File: config.mk
export PLATFORM = sky130hd
export DESIGN_NAME = blink_sched_flat
export DESIGN_NICKNAME = d
export VERILOG_FILES = /design/src/rtl/blink_sched_if.sv /design/src/rtl/blink_sched.sv /design/src/flat_wrapper.sv
export SDC_FILE = /design/constraint.sdc
export NUM_CORES = 1
export LEC_CHECK = 0
export CORE_MARGIN = 1
export CORE_UTILIZATION = 50
export CTS_BUF_LIST = sky130_fd_sc_hd__clkbuf_8
export CTS_CLUSTER_SIZE = 20
export DETAILED_ROUTE_END_ITERATION = 8
export PLACE_DENSITY = 0.75
export SLEW_MARGIN = 20
export SYNTH_ARGS = -nofsm -noshare
export SYNTH_HDL_FRONTEND = slang
export SYNTH_SLANG_ARGS = --single-unit
File: constraint.sdc
create_clock -name clk -period 2.6 [get_ports clk]
set_input_delay 0.65 -clock clk [delete_from_list [all_inputs] [get_ports clk]]
set_output_delay 0.65 -clock clk [all_outputs]
set_load 0.1 [all_outputs]
File: src/rtl/blink_sched_if.sv
// Request/grant bundle between requesters and the shared blink scheduler.
interface blink_sched_if #(parameter int NW = 4);
  logic [3:0]      req;
  logic [4*NW-1:0] req_cnt;
  logic            abort;
  logic [3:0]      gnt;
  logic [3:0]      led;
  logic [3:0]      done;
  logic            busy;
  logic            tick;

  modport master (output req, req_cnt, abort, input gnt, led, done, busy, tick);
  modport slave  (input req, req_cnt, abort, output gnt, led, done, busy, tick);
endinterface

File: src/rtl/blink_sched.sv
// Round-robin scheduler sharing one blinker among four requesters.
// A prescaler produces a phase strobe; the owner gets N on/off phase pairs.
module blink_sched #(
  parameter int CBITS = 10,
  parameter int NW    = 4
) (
  input  logic         clk,
  input  logic         rst,
  blink_sched_if.slave bus
);

  typedef enum logic [1:0] {IDLE, SYNC, ON, OFF} state_t;

  state_t           state, state_nx;
  logic [CBITS-1:0] presc;
  logic             tick_q;
  logic [1:0]       ptr, ptr_nx;
  logic [1:0]       own, own_nx;
  logic [NW-1:0]    rem, rem_nx;
  logic [3:0]       gnt_q, gnt_nx;
  logic [3:0]       done_q, done_nx;
  logic [1:0]       pick;
  logic             pick_vld;
  logic [NW-1:0]    pick_cnt;

  // Free-running prescaler and registered phase strobe.
  always_ff @(posedge clk or posedge rst) begin
    if (rst) begin
      presc  <= '0;
      tick_q <= 1'b0;
    end else begin
      presc  <= presc + CBITS'(1);
      tick_q <= (presc == '0);
    end
  end

  // Round-robin pick: first active requester at or after the pointer.
  always_comb begin
    pick     = ptr;
    pick_vld = 1'b0;
    for (int k = 3; k >= 0; k--) begin
      if (bus.req[ptr + 2'(k)]) begin
        pick     = ptr + 2'(k);
        pick_vld = 1'b1;
      end
    end
  end

  assign pick_cnt = bus.req_cnt[NW*pick +: NW];

  // FSM state and sequence bookkeeping.
  always_ff @(posedge clk or posedge rst) begin
    if (rst) begin
      state  <= IDLE;
      ptr    <= '0;
      own    <= '0;
      rem    <= '0;
      gnt_q  <= '0;
      done_q <= '0;
    end else begin
      state  <= state_nx;
      ptr    <= ptr_nx;
      own    <= own_nx;
      rem    <= rem_nx;
      gnt_q  <= gnt_nx;
      done_q <= done_nx;
    end
  end

  // Next-state: grant in IDLE, phase steps on tick, abort beats tick.
  always_comb begin
    state_nx = state;
    ptr_nx   = ptr;
    own_nx   = own;
    rem_nx   = rem;
    gnt_nx   = gnt_q;
    done_nx  = '0;
    if (state == IDLE) begin
      if (pick_vld) begin
        if (pick_cnt == '0) begin
          // Zero-length request completes without ever owning the blinker.
          done_nx[pick] = 1'b1;
          ptr_nx        = pick + 2'd1;
        end else begin
          own_nx   = pick;
          rem_nx   = pick_cnt;
          gnt_nx   = 4'b0001 << pick;
          state_nx = SYNC;
        end
      end
    end else if (bus.abort) begin
      state_nx = IDLE;
      gnt_nx   = '0;
      rem_nx   = '0;
      ptr_nx   = own + 2'd1;
    end else if (tick_q) begin
      case (state)
        SYNC: state_nx = ON;
        ON:   state_nx = OFF;
        OFF: begin
          if (rem > NW'(1)) begin
            rem_nx   = rem - NW'(1);
            state_nx = ON;
          end else begin
            state_nx     = IDLE;
            gnt_nx       = '0;
            rem_nx       = '0;
            done_nx[own] = 1'b1;
            ptr_nx       = own + 2'd1;
          end
        end
        default: state_nx = IDLE;
      endcase
    end
  end

  assign bus.gnt  = gnt_q;
  assign bus.led  = (state == ON) ? gnt_q : 4'b0000;
  assign bus.done = done_q;
  assign bus.busy = (state != IDLE);
  assign bus.tick = tick_q;

endmodule

File: src/flat_wrapper.sv
// flat-port wrapper written by rule: the top's interface ports become plain ports
module blink_sched_flat 
#(
  parameter int CBITS = 10,
  parameter int NW    = 4
)
  (clk, rst, bus_req, bus_req_cnt, bus_abort, bus_gnt, bus_led, bus_done, bus_busy, bus_tick);
  blink_sched_if #(.NW(NW)) bus_i ();
  input  logic clk;
  input  logic rst;
  input wire logic [$bits(bus_i.req)-1:0] bus_req;
  input wire logic [$bits(bus_i.req_cnt)-1:0] bus_req_cnt;
  input wire logic [$bits(bus_i.abort)-1:0] bus_abort;
  output wire logic [$bits(bus_i.gnt)-1:0] bus_gnt;
  output wire logic [$bits(bus_i.led)-1:0] bus_led;
  output wire logic [$bits(bus_i.done)-1:0] bus_done;
  output wire logic [$bits(bus_i.busy)-1:0] bus_busy;
  output wire logic [$bits(bus_i.tick)-1:0] bus_tick;
  assign bus_i.req = bus_req;
  assign bus_i.req_cnt = bus_req_cnt;
  assign bus_i.abort = bus_abort;
  assign bus_gnt = bus_i.gnt;
  assign bus_led = bus_i.led;
  assign bus_done = bus_i.done;
  assign bus_busy = bus_i.busy;
  assign bus_tick = bus_i.tick;
  blink_sched #(.CBITS(CBITS), .NW(NW)) u_core (.clk(clk), .rst(rst), .bus(bus_i));
endmodule
==> run metrics, run 1 <==
clk_lat worst skew 0.27 ns; Syn Inst Count 193; outcome finished clean; most frequent cells in the layout 29 x dfrtp_1, 25 x buf_4, 18 x clkdlybuf4s50_1; Yosys reg bits 29; CP Launch Type input port; flop-to-flop setup slack ~0.20 ns; CTS H-tree lvls 2; CTS tree yes; Critical R2R Launch u_core.ptr[1]; cells along the critical path dlygate4sd2_1 > nor3_1 > or3_4 > and4_1 > a211oi_4 > o22a_2 > a32oi_1 > buf_4 > o22ai_1; Area contributors post-synth dfrtp_1 39%, a211oi_2 5.4%, and4_1 3.8%, xnor2_1 3.8%, inv_1 3.0%; Synth cell types 49; CP Launch Point bus_req[2]; Crit Path Category in -> reg; row count 21; first-pass GRT wire length 8521 um; # hold bufs at CTS 0; max_cap viols 0; Clock Sinks 29; post-route ant nets 0; Hold WS 0.4882 ns; CTS Buffer Depth 2; Hold Path End u_core.presc[9]; n_diodes 0; final worst slack 0.06805 ns; Slew HR 0.7175; full die area approximately 4000 sq um; largest area contributor in the netlist dfrtp_1; drc violations 0; Final min period 2.532 ns; ys async rst share 1.000; die height 63.13 um; vias in the first global route roughly 1.8k; hold-critical path depth 1; number of enable flip-flop cells after synthesis 0; Final Max Tran Viols 0; Hold Path Class reg -> reg; Final Util 0.7565; Worst Hold Launch u_core.presc[9]; R2R depth 8; initial antenna violation count 0; Worst R2R End u_core.bus.gnt[2]; top-area cell type share of the netlist area 0.3885; number of hold violations in the final report 0; Syn Std Cell Area 1868 sq um; CP max stage cell or3_4; port bufs 36; Post-Route WL 5078 um; Area Growth Syn to Fin 40.46%; Critical Path Sink Type flop; Placer Congestion 0.9323; PD cells 959.1 nW/um^2; part of the cycle the worst path needs 0.9738; Core Footprint roughly 3500 sq um; Critical Path AT 2.72 ns; starting DRC count in detailed routing 123; number of setup buffers added after CTS 0; register area share after synthesis 0.3885; vias 1793; family with the most delay on the worst path compound AO/OA/AOI/OAI gates; largest net degree at the start of global routing 30; clk_skew between 0.005 and 0.006 ns; drt wl/cell approximately 17 um; Clock Tree Root clkbuf_8; Sum Neg Setup Slack 0 ns; final setup fails 0; num ports 37; Die X 63.13 um; Initial Util 0.5386; worst endpoint required time approximately 2.8 ns; Post-DP HPWL ~3600 um; worst path bufs/invs 2; ys flop type dfrtp_1; Yosys warning count 0; CTS buffer count 5; crit path max fanout 6; commonest non-fill, non-tap cell in the layout dfrtp_1; Fmax 395.0 MHz; via/cell ratio 6.017; Worst path max stage delay 0.42 ns; Worst-Margin Slew about 0.42 ns; grt ovf 0; layout cells sized above 1 0.2817; pre-CTS WS -0.4739 ns; Syn Area/Cell a little under 10 sq um; DRT Pass-1 Iters 5; worst-case vdd ir drop 0.0007077 V; RSZ-0062 raised after global routing no; Leak Pwr 1.143 nW; total track usage 0.2775; Nets 278; Clk pin slew, worst setup/hold paths 0.06 ns; synthesized net count 220
[synthesized netlist by cell type, types with 5 or more instances]
cell,number
nor2_1,10
inv_1,15
and2_1,5
and4_1,8
xnor2_1,8
a211oi_2,8
nand3_1,9
nand2_1,12
and3_1,6
dfrtp_1,29
[metrics by stage]
step           power [mW]  std cells  area, sq um
3_5_place_dp        1.961        285         2384
3_3_place_gp        1.923        285         2384
6_report            2.516        298         2624
4_1_cts             2.479        297         2590
5_1_grt             2.667        298         2624
2_1_floorplan       1.604        193         1868
[layer usage]
metal,up-vias,GRT usage,part of all wire
li1,843,-,-
met1,882,0.3712,0.46
met2,60,0.4435,0.48
met3,8,0.06703,0.050
met4,0,0.08140,0.012
met5,-,0,0
[report_power, final]
part,internal (mW),leakage (nW),switching (mW)
Combinational,0.595,0.725,0.911
Clock,0.181,0.0491,0.166
Sequential,0.542,0.370,0.122
[state kept, by name (all words and copies together) (netlist names)]
| name | count |
|---|---|
| u_core.bus.done | 4 |
| u_core.bus.gnt | 4 |
| u_core.bus.tick | 1 |
| u_core.own | 2 |
| u_core.presc | 10 |
| u_core.ptr | 2 |
| u_core.rem | 4 |
| u_core.state | 2 |
[how the worst max path moves through the flow]
stage                        endpoint  slack (ns)  cells after the start
floorplan                  bus_led[1]        0.17                      1
global placement        u_core.own[0]       -0.45                      9
detailed placement      u_core.own[0]       -0.47                      9
CTS                 u_core.bus.gnt[2]       0.002                     11
global route        u_core.bus.gnt[2]       0.003                      9
finish              u_core.bus.gnt[2]        0.07                      9
[worst register-to-register path, cell delays in order, from the launching register on]
cell      delay, ns
dfrtp_1        0.54
nor3_1         0.14
or3_4          0.42
and4_1         0.23
a211oi_4       0.31
o22a_2         0.24
a32oi_1        0.12
buf_4          0.16
o22ai_1        0.16
[repair_timing]
action	CTS	global route
cloned	4	1
pin swaps	14	4
endpoints found under the setup margin	17	17
resized for setup	19	6
[cell type report]
type	count	area, sq um
Tap cell	46	57.56
Fill cell	254	844.6
Sequential cell	29	725.7
Timing Repair Buffer	51	494.2
Inverter	15	56.30
Clock buffer	5	68.82
Multi-Input combinational cell	149	1207
Clock inverter	3	13.76
[logic make-up after synthesis]
kind of cell,share of synthesized area
compound gates,0.2264
xor+xnor,0.04689
fa+ha+maj,0.02679
buf+inv,0.04621
flops,0.3885
mux,0.02478
simple gates,0.2405
Power figures use the tool's default switching activity.
==> inputs of run 2 (changes only) <==
--- a/config.mk
+++ b/config.mk
@@ -6,11 +6,11 @@
 export NUM_CORES = 1
 export LEC_CHECK = 0
 export CORE_MARGIN = 1
-export CORE_UTILIZATION = 50
+export CORE_UTILIZATION = 53
 export CTS_BUF_LIST = sky130_fd_sc_hd__clkbuf_8
 export CTS_CLUSTER_SIZE = 20
 export DETAILED_ROUTE_END_ITERATION = 8
-export PLACE_DENSITY = 0.75
+export PLACE_DENSITY = 0.79
 export SLEW_MARGIN = 20
 export SYNTH_ARGS = -nofsm -noshare
 export SYNTH_HDL_FRONTEND = slang
==> run 2 against run 1 <==
Clock skew up 0.0060 ns. Maximum frequency up 0.40%. Register-to-register slack worse by 0.05 ns. Non-clock buffer count up 3. Power up 4.9%. Global-route usage up 2.6 points. Cell count unchanged. Largest cell class unchanged. Sequential power about the same. Via count down 0.45%.
==> run metrics, run 2 (synthesis gave the netlist of run 1 again) <==
Area Growth Syn to Fin 43.13%; # hold bufs at CTS 0 (unchanged); Post-DP HPWL 3486 um (-2.6%); grt ovf 0 (unchanged); part of the cycle the worst path needs 0.9700 (-0.003842); worst endpoint required time 2.78 ns (about the same); max_cap viols 0 (unchanged); Die X 61.37 um (-2.8%); first-pass GRT wire length 8238 um (-3.3%); Hold Path End u_core.presc[9]; die height 61.37 um (-2.8%); CTS tree yes; CTS H-tree lvls 2 (unchanged); Final Max Tran Viols 0 (unchanged); Worst R2R End u_core.own[0]; Critical Path AT 2.70 ns (-0.02 ns); port bufs 36 (unchanged); hold-critical path depth 1 (unchanged); Hold Path Class reg -> reg; Placer Congestion 0.8623 (-7.5%); row count 21 (unchanged); outcome finished clean; Critical R2R Launch u_core.ptr[1]; vias in the first global route 1826 (+1.0%); full die area 3766 sq um (-5.5%); CP Launch Type input port; CTS buffer count 5 (unchanged); initial antenna violation count 0 (unchanged); CTS Buffer Depth 2 (unchanged); starting DRC count in detailed routing 125 (+1.6%); clk_skew 0.01153 ns (+0.006004 ns); flop-to-flop setup slack 0.15 ns (-0.05 ns); Fmax 396.5 MHz (+0.40%); layout cells sized above 1 0.2937 (+0.01190); most frequent cells in the layout 29 x dfrtp_1, 26 x buf_4, 18 x clkdlybuf4s50_1; via/cell ratio 5.990 (-0.45%); number of hold violations in the final report 0 (unchanged); largest net degree at the start of global routing 30 (unchanged); PD cells 986.9 nW/um^2 (+2.9%); commonest non-fill, non-tap cell in the layout dfrtp_1; Seq. cell area 725.7 sq um (unchanged); filler cell count in the final layout 218 (-14%); drc violations 0 (unchanged); Clock Tree Root clkbuf_8; pre-CTS WS -0.4591 ns (+0.01486 ns); Critical Path Sink Type flop; crit path max fanout 9 (+3); DRT Pass-1 Iters 4 (-1); worst-case vdd ir drop 0.0005875 V (-17%); Final Total Pwr 2.639 mW (+4.9%); post-route ant nets 0 (unchanged); final worst slack 0.07804 ns (+0.009988 ns); Worst Hold Launch u_core.presc[9]; max FFs per register 10 (unchanged); R2R depth 7 (-1); num ports 37 (unchanged); Slew HR 0.7532 (+0.03569); Clock Sinks 29 (unchanged); Most flops, register u_core.presc; drt wl/cell 17.89 um (+5.0%); Initial Util 0.5554 (+0.01683); Sum Neg Setup Slack 0 ns (unchanged); clk_lat worst skew 0.29 ns (+0.02 ns); Crit Path Category in -> reg; Worst-Margin Slew 0.3703 ns (-0.05353 ns); Clk pin slew, worst setup/hold paths 0.07 ns (about the same); Core Footprint 3363 sq um (-3.0%); final setup fails 0 (unchanged); Nets 278 (unchanged); n_diodes 0 (unchanged); area of the multi-input gates 1219 sq um (+0.93%); Final min period 2.522 ns (-0.009988 ns); Post-Route WL 5330 um (+5.0%); vias 1785 (-0.45%); total track usage 0.3032 (+0.02577); Leak Pwr 1.142 nW (-0.15%)
-- run 2: per-stage QoR --
stage	hold slack (ns)	instances	instance area (sq um)	util
3_3_place_gp	0.4585	283	2369	0.7042
4_1_cts	0.4920	297	2648	0.7872
3_5_place_dp	0.4597	283	2369	0.7042
5_1_grt	0.5046	298	2674	0.7950
2_1_floorplan	0.4370	193	1868	-
6_report	0.4909	298	2674	0.7950
-- run 2: report_power, final --
group	internal, mW	leakage, nW	switching (mW)	total (mW)
registers	0.542	0.370	0.121	0.663
clock network	0.184	0.0439	0.175	0.359
logic	0.642	0.728	0.975	1.62
-- run 2: critical path, cell delays in order --
cell and delay, ns:
dlygate4sd2_1 0.28, nor2b_2 0.27, o21ai_4 0.10, buf_4 0.18, and4_1 0.24, a211oi_4 0.32
o22a_2 0.26, a21oi_4 0.08, mux2_4 0.30
-- run 2: final cells by class --
class                           instances  share of cell area
Multi-Input combinational cell        146              0.4558
Sequential cell                        29              0.2714
Timing Repair Buffer                   54              0.1979
Clock buffer                            5             0.02574
Tap cell                               46             0.02153
Inverter                               15             0.02106
Clock inverter                          3            0.006551
-- run 2: worst max path at each step --
stage	slack, ns	cells past startpoint	to	start
final	0.08	9	u_core.own[0]	bus_req[2]
after CTS	0.005	8	u_core.own[0]	bus_req[0]
after floorplan	0.17	1	bus_led[1]	u_core.bus.gnt[1]
after global routing	-0.01	9	u_core.own[0]	bus_req[2]
after global placement	-0.33	8	u_core.own[0]	bus_req[2]
after detailed placement	-0.46	8	u_core.own[0]	bus_req[3]
-- run 2: timing repair --
item | in CTS | in global routing
pin swaps | 15 | 7
buffers inserted | 5 | 0
hold endpoints to repair | 0 | 0
gates resized for setup | 27 | 5
setup endpoints to repair | 17 | 15
gates cloned | 1 | 1
-- run 2: routing by layer --
metal  wire [um]  share of wire  track usage
met1        2137           0.40       0.3454
met2        2782           0.52       0.5357
met3         341          0.064      0.09034
met4          69          0.013       0.1175
met5           0              0            0
==> inputs of run 3 (changes only) <==
--- a/config.mk
+++ b/config.mk
@@ -10,6 +10,7 @@
 export CTS_BUF_LIST = sky130_fd_sc_hd__clkbuf_8
 export CTS_CLUSTER_SIZE = 20
 export DETAILED_ROUTE_END_ITERATION = 8
+export GPL_TIMING_DRIVEN = 0
 export PLACE_DENSITY = 0.79
 export SLEW_MARGIN = 20
 export SYNTH_ARGS = -nofsm -noshare
==> run 3 against run 2 <==
Sequential power decreased by 1%. First-iteration DRC count decreased by 38%. Final area decreased by 5.1%.
==> run metrics, run 3 (synthesis gave the netlist of run 1 again) <==
num ports 37 (unchanged); DRT Pass-1 Iters 4 (unchanged); RSZ-0062 raised after global routing no; total track usage 0.2809 (-0.02236); # hold bufs at CTS 0 (unchanged); grt ovf 0 (unchanged); Area Growth Syn to Fin 35.90%; number of hold violations in the final report 0 (unchanged); via/cell ratio 5.972 (-0.30%); die height 61.37 um (unchanged); post-route ant nets 0 (unchanged); Worst-Margin Slew 0.9892 ns (+0.6190 ns); Nets 268 (-3.6%); max FFs per register 10 (unchanged); layout cells sized above 1 0.2273 (-0.06638); first-pass GRT wire length 7507 um (-8.9%); worst-case vdd ir drop 0.0005916 V (+0.71%); Placer Congestion 0.8990 (+4.3%); CTS Buffer Depth 2 (unchanged); Hold Path Class reg -> reg; Initial Util 0.5554 (unchanged); CTS tree yes; most frequent cells in the layout 29 x dfrtp_1, 27 x clkdlybuf4s50_1, 14 x inv_1; crit path max fanout 10 (+1); port bufs 36 (unchanged); CP max stage cell or3_1; drt wl/cell 17.17 um (-4.0%); CTS H-tree lvls 2 (unchanged); Clock Tree Root clkbuf_8; Leak Pwr 1.035 nW (-9.4%); Worst path max stage delay 0.39 ns (+0.07 ns); Final Util 0.7548 (-0.04018); row count 21 (unchanged); Fmax 394.7 MHz (-0.45%); filler cell count in the final layout 247 (+13%); Post-Route WL 4945 um (-7.2%); part of the cycle the worst path needs 0.9743 (+0.004350); CTS buffer count 5 (unchanged); worst endpoint required time 2.78 ns (about the same); clk_skew 0.01317 ns (+0.001634 ns); final setup fails 0 (unchanged); Crit Path Category in -> reg; drc violations 0 (unchanged); Final min period 2.533 ns (+0.01131 ns); Clk pin slew, worst setup/hold paths 0.07 ns (about the same); largest net degree at the start of global routing 30 (unchanged); Slew HR 0.3385 (-0.4147); Most flops, register u_core.presc; vias 1720 (-3.6%); max_cap viols 0 (unchanged); Critical Path AT 2.71 ns (about the same); Final Total Pwr 2.560 mW (-3.0%); Sum Neg Setup Slack 0 ns (unchanged); PD cells 1008 nW/um^2 (+2.2%); cells along the critical path dlygate4sd2_1 > or3_1 > buf_4 > and4_1 > a211oi_4 > o22a_2 > a21oi_4 > mux2_4; Core Footprint 3363 sq um (unchanged); Final Max Tran Viols 0 (unchanged); CP Launch Type input port; outcome finished clean; starting DRC count in detailed routing 78 (-38%); Post-DP HPWL 3365 um (-3.5%); initial antenna violation count 0 (unchanged); n_diodes 0 (unchanged); Clock Sinks 29 (unchanged); Critical Path Sink Type flop; clk_lat worst skew 0.29 ns (about the same); Die X 61.37 um (unchanged); vias in the first global route 1633 (-11%); commonest non-fill, non-tap cell in the layout dfrtp_1; full die area 3766 sq um (unchanged)
## run 3: cell count changes in the layout (fill, tap and decap cells not counted), moves of 2 or more
cell	previous run	this run
buf_12	5	0
clkdlybuf4s15_2	0	3
clkbuf_2	0	4
o32ai_2	0	2
buf_4	26	6
dlymetal6s2s_1	2	0
clkdlybuf4s50_1	18	27
o32ai_1	2	0
## run 3: timing repair
| action | in CTS | in global routing |
|---|---|---|
| hold endpoints to repair | 0 | 0 |
| setup buffers | 4 | 0 |
| pin swaps | 7 | 3 |
| endpoints found under the setup margin | 22 | 12 |
| gates cloned | 1 | 0 |
| resized for setup | 32 | 15 |
## run 3: report_power, final
part	total [mW]	leakage (nW)	internal (mW)	switching (mW)
clock	0.371	0.0439	0.184	0.187
combinational	1.53	0.621	0.576	0.957
sequential	0.656	0.370	0.542	0.115
total	2.56	1.03	1.30	1.26
## run 3: area by class of cell
cell class | count | area [sq um] | share of cell area
Clock buffer | 5 | 68.82 | 0.02711
Clock inverter | 3 | 17.52 | 0.006900
Inverter | 15 | 56.30 | 0.02218
Buffer | 5 | 38.79 | 0.01528
Sequential cell | 29 | 725.7 | 0.2859
Multi-Input combinational cell | 145 | 1202 | 0.4736
Timing Repair Buffer | 40 | 371.6 | 0.1464
Tap cell | 46 | 57.56 | 0.02267
## run 3: worst paths after layout
check	start	slack [ns]	endpoint	cells past startpoint
min in group asynchronous	rst	0.74	u_core.rem[0]	2
max	bus_req[1]	0.07	u_core.own[0]	8
max in group asynchronous	rst	1.46	u_core.presc[1]	2
max reg2reg	u_core.ptr[1]	0.15	u_core.own[0]	7
min reg2reg	u_core.presc[9]	0.48	u_core.presc[9]	1
min	u_core.presc[9]	0.48	u_core.presc[9]	1
## run 3: through the flow
stage | worst slack, ns | hold WS [ns] | instances | area, sq um
after global routing | 0.002419 | 0.4864 | 288 | 2539
after detailed placement | -0.5046 | 0.4624 | 275 | 2286
after CTS | -0.02483 | 0.4839 | 288 | 2501
after floorplan | 0.1689 | 0.4370 | 193 | 1868
final | 0.06673 | 0.4807 | 288 | 2539
after global placement | -0.4262 | 0.4558 | 275 | 2286
## run 3: layer usage
| layer | part of all wire | vias up | global-route usage |
|---|---|---|---|
| met2 | 0.51 | 63 | 0.4860 |
| met4 | 0.016 | 0 | 0.1270 |
| met1 | 0.42 | 838 | 0.3342 |
| li1 | - | 811 | - |
| met5 | 0 | - | 0 |
| met3 | 0.056 | 8 | 0.06303 |
## run 3: critical path: cells and delay by family
| family | cells | cell delay [ns] |
|---|---|---|
| simple gates | 2 | 0.60 |
| compound gates | 3 | 0.69 |
| mux | 1 | 0.30 |
| buf+inv | 2 | 0.46 |
